==> src/rtl/inst_fetch.sv <==
// rtl/inst_fetch.sv - instruction fetch stage: owns the PC, fetches over req/ack, holds inst during execute
module inst_fetch #(
  parameter logic [31:0] RESET_PC = 32'h0000_0000
) (
  input  logic        clk,
  input  logic        rst,
  output logic        imem_req,
  output logic [31:0] imem_addr,
  input  logic        imem_ack,
  input  logic [31:0] imem_rdata,
  output logic [31:0] inst,
  output logic        inst_valid,
  output logic [5:0]  opcode,
  output logic [31:0] pc,
  input  logic        retire,
  input  logic        branch_taken,
  input  logic        jump,
  output logic [31:0] retired_count
);

  typedef enum logic [1:0] {
    RST_WAIT = 2'd0,
    FETCH    = 2'd1,
    EXEC     = 2'd2
  } state_t;

  state_t      r_state;
  state_t      w_next_state;
  logic [31:0] r_pc;
  logic [31:0] r_inst;
  logic [31:0] r_retired;
  logic [31:0] w_pc4;
  logic [31:0] w_br_off;
  logic [31:0] w_next_pc;
  logic        w_fetch_done;
  logic        w_retire;

  assign w_fetch_done = (r_state == FETCH) && imem_ack;
  assign w_retire     = (r_state == EXEC) && retire;

  assign w_pc4    = r_pc + 32'd4;
  assign w_br_off = {{14{r_inst[15]}}, r_inst[15:0], 2'b00};

  // Jump wins over a simultaneous taken branch.
  always_comb begin
    w_next_pc = w_pc4;
    if (jump)
      w_next_pc = {w_pc4[31:28], r_inst[25:0], 2'b00};
    else if (branch_taken)
      w_next_pc = w_pc4 + w_br_off;
  end

  always_ff @(posedge clk) begin
    if (rst)
      r_state <= RST_WAIT;
    else
      r_state <= w_next_state;
  end

  always_comb begin
    w_next_state = r_state;
    case (r_state)
      RST_WAIT: w_next_state = FETCH;
      FETCH:    if (imem_ack) w_next_state = EXEC;
      EXEC:     if (retire) w_next_state = FETCH;
      default:  w_next_state = RST_WAIT;
    endcase
  end

  always_comb begin
    imem_req   = 1'b0;
    inst_valid = 1'b0;
    case (r_state)
      FETCH:   imem_req = 1'b1;
      EXEC:    inst_valid = 1'b1;
      default: ;
    endcase
  end

  // PC is kept word-aligned even if RESET_PC is misconfigured.
  always_ff @(posedge clk) begin
    if (rst) begin
      r_pc      <= {RESET_PC[31:2], 2'b00};
      r_inst    <= 32'd0;
      r_retired <= 32'd0;
    end else begin
      if (w_fetch_done)
        r_inst <= imem_rdata;
      if (w_retire) begin
        r_pc      <= {w_next_pc[31:2], 2'b00};
        r_retired <= r_retired + 32'd1;
      end
    end
  end

  assign imem_addr     = r_pc;
  assign pc            = r_pc;
  assign inst          = r_inst;
  assign opcode        = inst_valid ? r_inst[31:26] : 6'd0;
  assign retired_count = r_retired;

endmodule

==> config.mk <==
export PLATFORM = sky130hd
export DESIGN_NAME = inst_fetch
export DESIGN_NICKNAME = d
export VERILOG_FILES = /design/src/rtl/inst_fetch.sv
export SDC_FILE = /design/constraint.sdc
export NUM_CORES = 1
export LEC_CHECK = 0
export ABC_AREA = 1
export CAP_MARGIN = 20
export CORE_ASPECT_RATIO = 1.75
export CORE_MARGIN = 5
export CORE_UTILIZATION = 52
export DETAILED_ROUTE_END_ITERATION = 8
export PLACE_DENSITY = 0.82
export SYNTH_ARGS = -nofsm -noshare
export SYNTH_HDL_FRONTEND = slang
export SYNTH_SLANG_ARGS = --single-unit
==> constraint.sdc <==
create_clock -name clk -period 3.54 [get_ports clk]
set_clock_uncertainty 0.15 [all_clocks]
set_input_delay 0.354 -clock clk [delete_from_list [all_inputs] [get_ports clk]]
set_output_delay 0.354 -clock clk [all_outputs]
set_load 0.05 [all_outputs]
==> flow_summary.json, run 1 <==
{
  "start_util_pct": 53.0,
  "p_sw_share_pct": 33.2,
  "outcome": "complete, no violations",
  "place_hpwl_um": 21700,
  "critPathArrivalTime_ps": 3380,
  "antenna-diode-count": 0,
  "grt_setup_unrepaired": "no",
  "ctsRootBufferMaster": "clkbuf_16",
  "antenna_found_initial": 0,
  "synthesis.yosys.warnings": 0,
  "io_pins": 174,
  "psw_uw": 895,
  "source_to_sink_clock_delay_at_the_later_pin_of_the_worst_skew_pair_ps": 350,
  "worst_slew_pin_slew_ps": 766,
  "category_of_the_worst_setup_path_capture_point": "flip-flop",
  "clock_tree.htree_level_count": 3,
  "global_route.usage.total_pct": 32.6,
  "cts_made_buffers": 9,
  "number_of_buffers_added_on_ports": 169,
  "die_area_um2": 17300,
  "core-area_um2": 14400,
  "power.share.combinational_pct": 21.5,
  "grt_pass1_wl_um": 43900,
  "leakagePower_nw": 4.35,
  "clk_pin_slew_ps": 80,
  "synth_cells": 1252,
  "final_period_minus_worst_setup_slack_ps": 3320,
  "p_per_area_nw_per_um2": 276,
  "ant_nets": 0,
  "synth.ff_latch_count": 96,
  "critPathLaunchType": "flip-flop",
  "place_area_um2": 9440,
  "synth_edf_count": 0,
  "totalWireLength_um": 27900,
  "min_delay_worst_type": "flip-flop to flip-flop",
  "cts_tree": "done",
  "synth_sequential_area_ratio_pct": 25.1,
  "rows": 58,
  "p_int_mw": 1.80,
  "finalWorstSetupSlack_ps": 220,
  "max_slew_margin_pct": 48.9,
  "num-nets-final": 1474,
  "detail_route.wl_per_cell_um": 17.6,
  "fmax_mhz": 301,
  "yosysTopAreaCell": "dfxtp_1",
  "ctsLongestPathBuffers": 2,
  "drt_first_pass_iters": 6,
  "hold-worst-slack_ps": 319,
  "peakVddDrop_uv": 238,
  "grt_start_max_net_pins": 55,
  "globalplace.congestion": 1.05,
  "cts_num_sinks": 96,
  "synth.top_cells.by_area": "dfxtp_1 25%, nand2_1 16%, a21oi_1 8.7%",
  "post-place-ws_ps": 25.4,
  "synth_area_um2": 7660,
  "finalSetupViolations": 0,
  "drv.max_cap_violation_count": 0,
  "yosys.cell_count.top_type": "nand2_1",
  "fraction_of_layout_instances_using_a_drive_strength_above_1_pct": 6.70,
  "period_share_pct": 93.8,
  "die_w_um": 102,
  "vias": 8833,
  "crit_type": "flip-flop to flip-flop",
  "synth_flop_cell": "dfxtp_1",
  "power.sequential.fraction_pct": 42.6,
  "drt-initial-drc-count": 687,
  "stdcell_area_um2": 9770,
  "area.growth.synth_to_final_pct": 27.6,
  "critPathMaxFanout": 7,
  "grt_pass1_vias": 8577,
  "ys_types": 43,
  "number_of_drc_violations_after_detailed_routing": 0,
  "pwr-share-clk_pct": 35.9,
  "globalRouteOverflowTotal": 0,
  "synth_area_per_cell_um2": 6.12,
  "chipHeight_um": 171,
  "cp_data_required_time_ps": 3600,
  "hold_violations": 0,
  "postSynth.asyncResetShare_pct": 0,
  "synthTopCellsByCount": "332 x nand2_1, 168 x inv_1, 133 x a21oi_1",
  "final.setup.tns_ps": 0,
  "total_power_mw": 2.70,
  "viasPerCell": 5.58,
  "slew_violations": 0,
  "post_cts.repair.setup_buffers": 0,
  "synth.top_cell.area_share_pct": 25.1
}
==> power groups by stage <==
stage          Combinational [mW]  Clock [mW]  Sequential [mW]
6_report                    0.579       0.970             1.15
5_1_grt                     0.620        1.03             1.15
4_1_cts                     0.576       0.978             1.15
3_5_place_dp                0.573           0             1.17
3_3_place_gp                0.569           0             1.17
2_1_floorplan               0.272           0             1.27
==> final timing paths <==
kind,startpoint,to,slack (ps),cells after the start
max,imem_addr[3],imem_addr[29],220,18
min,inst[28],inst[28],320,2
max reg2reg,imem_addr[3],imem_addr[29],220,18
min reg2reg,inst[28],inst[28],320,2
==> worst max-delay path, cell delays in order, from the launching register on <==
cell	delay, ps
dfxtp_2	410
ha_1	210
nand3_1	220
inv_1	160
nand2_1	160
inv_1	120
nand3_1	80
nand2_1	130
inv_1	60
ha_1	370
nand2_1	130
nor2_1	180
nand2_1	140
nor3_1	150
nand2_1	150
nand3_1	110
nand3_1	100
nand2_1	80
a21oi_1	60
==> flip-flops by register name (all words and copies together), names as in the netlist <==
signal         cells
imem_addr         30
inst              32
r_state            2
retired_count     32
==> stage by stage <==
stage	util (%)	instances
floorplan	-	1255
CTS	67.4	1582
detailed placement	65.3	1566
finish	67.6	1582
global placement	65.3	1566
global route	67.6	1582
==> per-layer routing <==
metal | GRT usage [%] | part of all wire [%]
met5 | 0 | 0
met1 | 35.1 | 34
met2 | 57.9 | 52
met4 | 19.5 | 6.4
met3 | 5.96 | 7.7
==> placed cells by master (no fill, tap or decap), types with 6 or more instances in the layout <==
master	instances
o21ai_1	10
xor2_1	31
nor2_1	113
nand3_1	91
nor2_2	7
clkbuf_16	9
a21oi_1	133
nor3_1	12
nand4_1	14
nand3b_1	7
o21ai_0	52
nand2_1	332
inv_1	168
o21bai_1	6
nor2_4	9
ha_1	38
dfxtp_1	91
clkdlybuf4s50_1	168
buf_4	29
nand2_2	7
xnor2_1	13
==> cell type report <==
cell class,instances,area [um^2]
inverter,173,651
clock buffer,10,229
multi-input combinational,918,4750
fill,1296,4670
sequential,96,1930
clock inverter,6,62.6
timing repair buffer,199,1920
tap,180,225
==> cells by family (layout without fill, tap and decap cells) <==
kind of cell / Yosys count / after routing / share of synthesized area (%)
adder cells (fa/ha/maj): 39 / 39 / 6.47
AO/OA/AOI/OAI: 220 / 220 / 15.2
buffers and inverters: 241 / 388 / 13.5
other: 1 / 4 / 0.0490
XOR/XNOR: 44 / 44 / 5.03
flip-flops: 96 / 96 / 25.1
AND/OR/NAND/NOR: 611 / 611 / 34.6
==> what timing repair did <==
| action | 4_1_cts | 5_1_grt |
|---|---|---|
| hold buffers | 0 | 0 |
| endpoints found under the setup margin | 2 | 12 |
| pin swaps | 0 | 1 |
| resized for setup | 1 | 15 |
(Power assumes the default switching activity.)
==> run 2, diff against run 1 <==
- CORE_UTILIZATION: 52 -> 25
- PLACE_DENSITY: 0.82 -> unset
==> run 2 against run 1 <==
Compared with the run above:
- worst hold slack better by 1.2 ps
- sequential cell count did not move
- count of clock-buffer cells in the layout is 1 higher
- clock power about the same
- register-to-register slack better by 40 ps
- setup slack improved by 36 ps
- core utilization is 34 points lower
- critical endpoint is now imem_addr[24]
- largest cell class unchanged
- largest power group unchanged
- highest routed layer unchanged
==> flow_summary.json, run 2 (same netlist as run 1, synthesis figures left out) <==
{
  "clk_pin_slew_ps": 70,
  "r2r-end": "imem_addr[24]",
  "ff_latch_area_um2": 1940,
  "peakVddDrop_uv": 195,
  "layout.cells.non_filler": 1806,
  "hold_end": "inst[27]",
  "category_of_the_worst_setup_path_capture_point": "flip-flop",
  "grt_pass1_vias": 8767,
  "final.setup.tns_ps": 0,
  "io_pins": 174,
  "total_power_mw": 2.72,
  "ctsLongestPathBuffers": 2,
  "critPathLaunchType": "flip-flop",
  "mostFrequentLayoutCell": "nand2_1",
  "cp_data_required_time_ps": 3680,
  "cp_max_delay_cell": "dfxtp_2",
  "fmax_mhz": 305,
  "slew_violations": 0,
  "hold_violations": 0,
  "worst-path-buf-inv": 1,
  "cts_tree": "done",
  "number_of_drc_violations_after_detailed_routing": 0,
  "final_core_util_pct": 33.7,
  "cts_num_sinks": 96,
  "clock_tree.htree_level_count": 3,
  "startpoint": "imem_addr[14]",
  "finalSetupViolations": 0,
  "drv.max_cap_violation_count": 0,
  "reg2regPathDepth": 18,
  "vias": 8636,
  "drt-initial-drc-count": 356,
  "global_route.usage.total_pct": 17.9,
  "detail_route.wl_per_cell_um": 17.4,
  "commonest_cells_after_routing_fill_and_taps_aside": "331 x nand2_1, 168 x inv_1, 168 x clkdlybuf4s50_1",
  "worst_r2r_startpoint": "imem_addr[14]",
  "die_area_um2": 34400,
  "ant_nets": 0,
  "critPathArrivalTime_ps": 3430,
  "timing.hold.worst.start": "inst[27]",
  "worst_slew_pin_slew_ps": 826,
  "grt_start_max_net_pins": 55,
  "cts_made_buffers": 9,
  "critPathMostFrequentCell": "nand2_1",
  "period_share_pct": 92.8,
  "max_slew_margin_pct": 44.9,
  "totalWireLength_um": 31400,
  "antenna_found_initial": 0,
  "source_to_sink_clock_delay_at_the_later_pin_of_the_worst_skew_pair_ps": 370,
  "p_per_area_nw_per_um2": 267,
  "place_hpwl_um": 25500,
  "critPathMaxFanout": 6,
  "chipHeight_um": 242,
  "min_delay_worst_type": "flip-flop to flip-flop",
  "placedCellCount": 1790,
  "crit_type": "flip-flop to flip-flop",
  "drt_first_pass_iters": 5,
  "viasPerCell": 4.78,
  "critical_path_cell_list": "nand2_1 -> nor2_1 -> nand2_1 -> nor2_1 -> nand2_1 -> xor2_1 -> inv_1 -> ha_1 -> nand2_1 -> nor2_2 -> nand2_1 -> nor2_1 -> nand2_1 -> nand3_1 -> nand2_1 -> nand3_1 -> nand2_1 -> a21oi_1",
  "outcome": "complete, no violations",
  "stdcell_area_um2": 10200,
  "core-area_um2": 30200,
  "post-place-ws_ps": -312,
  "leakagePower_nw": 4.45,
  "start_util_pct": 25.4,
  "number_of_buffers_added_on_ports": 169,
  "fraction_of_layout_instances_using_a_drive_strength_above_1_pct": 8.67,
  "grt_setup_unrepaired": "yes",
  "timing.critical_path.slowest_cell_delay_ps": 400,
  "hold-worst-slack_ps": 320,
  "place_area_um2": 9820,
  "area.growth.synth_to_final_pct": 32.9,
  "globalRouteOverflowTotal": 0,
  "die_w_um": 142,
  "finalWorstSetupSlack_ps": 256,
  "layout.filler_cells": 3318,
  "multiInputGateArea_um2": 4760,
  "rows": 84,
  "antenna-diode-count": 0,
  "globalplace.congestion": 0.971,
  "final_period_minus_worst_setup_slack_ps": 3280,
  "grt_pass1_wl_um": 47900,
  "num-nets-final": 1492,
  "whs_path_depth": 2,
  "critPathTopFamily": "simple AND/OR/NAND/NOR gates",
  "ctsRootBufferMaster": "clkbuf_16",
  "setup.reg_to_reg.worst_slack_ps": 260
}
[run 2: changes by cell type in the layout (fill, tap and decap cells not counted), moves of 2 or more]
| cell | previous run | this run |
|---|---|---|
| buf_4 | 29 | 47 |
| clkbuf_8 | 0 | 2 |
| dfxtp_1 | 91 | 83 |
| dfxtp_2 | 5 | 13 |
[run 2: worst max path at each step]
| stage | cells past startpoint | slack, ps | endpoint |
|---|---|---|---|
| final | 18 | 260 | imem_addr[24] |
| after global routing | 19 | -3 | imem_addr[21] |
| after CTS | 16 | 50 | imem_addr[22] |
| after detailed placement | 17 | -310 | imem_addr[22] |
| after global placement | 17 | -260 | imem_addr[22] |
| after floorplan | 19 | 420 | imem_addr[21] |
[run 2: cell type report]
cell class,count,share of cell area (%)
Multi-Input combinational cell,918,46.8
Clock inverter,4,0.295
Clock buffer,11,2.48
Timing Repair Buffer,217,20.2
Inverter,173,6.39
Sequential cell,96,19.0
Tap cell,387,4.76
[run 2: timing repair]
item | 4_1_cts | 5_1_grt
buffers inserted | 1 | 0
setup endpoints to repair | 6 | 19
hold buffers | 0 | 0
resized for setup | 3 | 23
[run 2: worst min-delay path, delay by kind of cell, from the launching register on]
kind | cells | cell delay, ps
compound gates | 1 | 60
buf+inv | 1 | 60
flops | 1 | 310
[run 2: routing by layer]
metal / up-vias / global-route usage, % / share of wire, % / wire [um]
met3: 90 / 2.75 / 3.8 / 1190
met5: - / 0 / 0 / 0
li1: 4302 / - / - / -
met2: 263 / 34.2 / 54 / 16900
met1: 3981 / 17.4 / 36 / 11100
met4: 0 / 11.4 / 6.7 / 2100
[run 2: where the power goes]
group          switching [mW]  total [mW]  internal, mW
clock                   0.459       0.972         0.513
sequential             0.0369        1.15          1.11
combinational           0.392       0.596         0.204
==> run 3, diff against run 2 <==
- clock period: 3.54 -> 4.26 ns (I/O delays scaled with it)
==> run 3 against run 2 <==
Compared with the run above:
- clock power down 11%
- count of clock-buffer cells in the layout is the same
- non-clock buffer count fell by 33
- core utilization fell by 1.0 points
- global-route usage barely moved
- worst hold slack better by 3.5 ps
- first-iteration DRC count up 11%
- sequential power shrank 16%
- critical path depth increased by 1
- cell count fell by 1.8%
- sequential cell count unchanged
- setup slack gained 420 ps
- critical path type unchanged
- critical endpoint is now imem_addr[21]
- largest power group unchanged
- highest routed layer unchanged
==> flow_summary.json, run 3 (same netlist as run 1, synthesis figures left out) <==
{
  "outcome": "complete, no violations",
  "final_core_util_pct": 32.7,
  "grt_pass1_vias": 8583,
  "clock_tree.htree_level_count": 3,
  "vias": 8502,
  "reg2regPathDepth": 19,
  "period_share_pct": 84.2,
  "ctsRootBufferMaster": "clkbuf_16",
  "timing.hold.worst.start": "inst[31]",
  "critPathMaxFanout": 8,
  "antenna_found_initial": 0,
  "global_route.usage.total_pct": 18.0,
  "setup.reg_to_reg.worst_slack_ps": 670,
  "rows": 84,
  "detail_route.wl_per_cell_um": 17.6,
  "drv.max_cap_violation_count": 0,
  "post-place-ws_ps": 704,
  "die_w_um": 142,
  "globalplace.congestion": 1.01,
  "fraction_of_layout_instances_using_a_drive_strength_above_1_pct": 4.69,
  "fmax_mhz": 279,
  "post_cts_resized": 0,
  "final.setup.tns_ps": 0,
  "slew_violations": 0,
  "number_of_buffers_added_on_ports": 169,
  "drt_first_pass_iters": 5,
  "cp_data_required_time_ps": 4340,
  "number_of_drc_violations_after_detailed_routing": 0,
  "grt_pass1_wl_um": 47700,
  "worst_r2r_startpoint": "imem_addr[4]",
  "peakVddDrop_uv": 223,
  "globalRouteOverflowTotal": 0,
  "leakagePower_nw": 4.26,
  "hold_violations": 0,
  "finalSetupViolations": 0,
  "source_to_sink_clock_delay_at_the_later_pin_of_the_worst_skew_pair_ps": 370,
  "core-area_um2": 30200,
  "commonest_cells_after_routing_fill_and_taps_aside": "332 x nand2_1, 168 x inv_1, 168 x clkdlybuf4s50_1",
  "ctsLongestPathBuffers": 2,
  "place_area_um2": 9570,
  "whs_path_depth": 2,
  "hold_end": "inst[31]",
  "cts_num_sinks": 96,
  "mostFrequentLayoutCell": "nand2_1",
  "critPathArrivalTime_ps": 3660,
  "stdcell_area_um2": 9870,
  "chipHeight_um": 242,
  "critPathLaunchType": "flip-flop",
  "r2r-end": "imem_addr[21]",
  "num-nets-final": 1459,
  "io_pins": 174,
  "min_delay_worst_type": "flip-flop to flip-flop",
  "post_cts.repair.setup_buffers": 0,
  "category_of_the_worst_setup_path_capture_point": "flip-flop",
  "max_slew_margin_pct": 34.3,
  "cts_tree": "done",
  "grt_setup_unrepaired": "no",
  "die_area_um2": 34400,
  "place_hpwl_um": 25100,
  "total_power_mw": 2.31,
  "finalWorstSetupSlack_ps": 674,
  "start_util_pct": 25.4,
  "final_period_minus_worst_setup_slack_ps": 3590,
  "clk_pin_slew_ps": 70,
  "cts_made_buffers": 9,
  "ant_nets": 0,
  "p_per_area_nw_per_um2": 234,
  "cts_hold_repair.buffers": 0,
  "antenna-diode-count": 0,
  "area.growth.synth_to_final_pct": 28.9,
  "grt_start_max_net_pins": 55,
  "viasPerCell": 4.79,
  "totalWireLength_um": 31300,
  "worst_slew_pin_slew_ps": 984,
  "drt-initial-drc-count": 394,
  "crit_type": "flip-flop to flip-flop"
}
-- run 3: cell count changes in the layout (fill, tap and decap cells not counted), moves of 2 or more --
cell      delta
dfxtp_1     +13
clkbuf_1     +2
inv_6        +2
clkbuf_8     -2
nor2_2       -4
nor2_4       -2
buf_4       -32
dfxtp_2     -13
nor2_1       +6
-- run 3: how the worst max path moves through the flow --
stage / start / to / cells after the start
after CTS: imem_addr[4] / imem_addr[26] / 20
final: imem_addr[4] / imem_addr[21] / 19
after detailed placement: imem_addr[4] / imem_addr[26] / 20
after global routing: imem_addr[14] / imem_addr[26] / 20
after global placement: imem_addr[4] / imem_addr[21] / 19
after floorplan: imem_addr[4] / imem_addr[21] / 19
-- run 3: through the flow --
step                      instances  hold slack, ps
final                          1774             323
after global routing           1774             344
after CTS                      1774             324
after detailed placement       1758             314
after global placement         1758             304
after floorplan                1255             406
-- run 3: layout make-up --
cell class / instances / area [um^2]
Multi-Input combinational cell: 918 / 4710
Inverter: 173 / 651
Clock buffer: 11 / 233
Fill cell: 3266 / 20300
Timing Repair Buffer: 184 / 1800
Tap cell: 387 / 484
Sequential cell: 96 / 1920
Clock inverter: 5 / 63.8
-- run 3: where the power goes --
group | internal (mW) | switching (mW) | total [mW]
Sequential | 0.922 | 0.0409 | 0.963
Clock | 0.462 | 0.405 | 0.867
Combinational | 0.160 | 0.315 | 0.476
Total | 1.54 | 0.761 | 2.31
-- run 3: worst max-delay path, stage by stage (launching register included) --
cell and delay (ps):
dfxtp_1 590, nand3_1 270, nor2_1 220, nand3_1 150
nor2_1 160, nand3_1 130, xor2_1 200, inv_1 110
ha_1 340, nand2_1 130, nor2_1 230, inv_1 80
nor2_1 150, nand3_1 140, nand3_1 110, nand2_1 50
nand3_1 80, nand2_1 70, nand2_1 50, a21oi_1 50
-- run 3: per-layer routing --
metal | track usage [%] | up-vias | share of wire [%]
met5 | 0 | - | 0
met4 | 12.6 | 0 | 7.5
met3 | 2.57 | 95 | 4.2
met2 | 33.5 | 283 | 54
met1 | 17.6 | 3872 | 35
li1 | - | 4252 | -
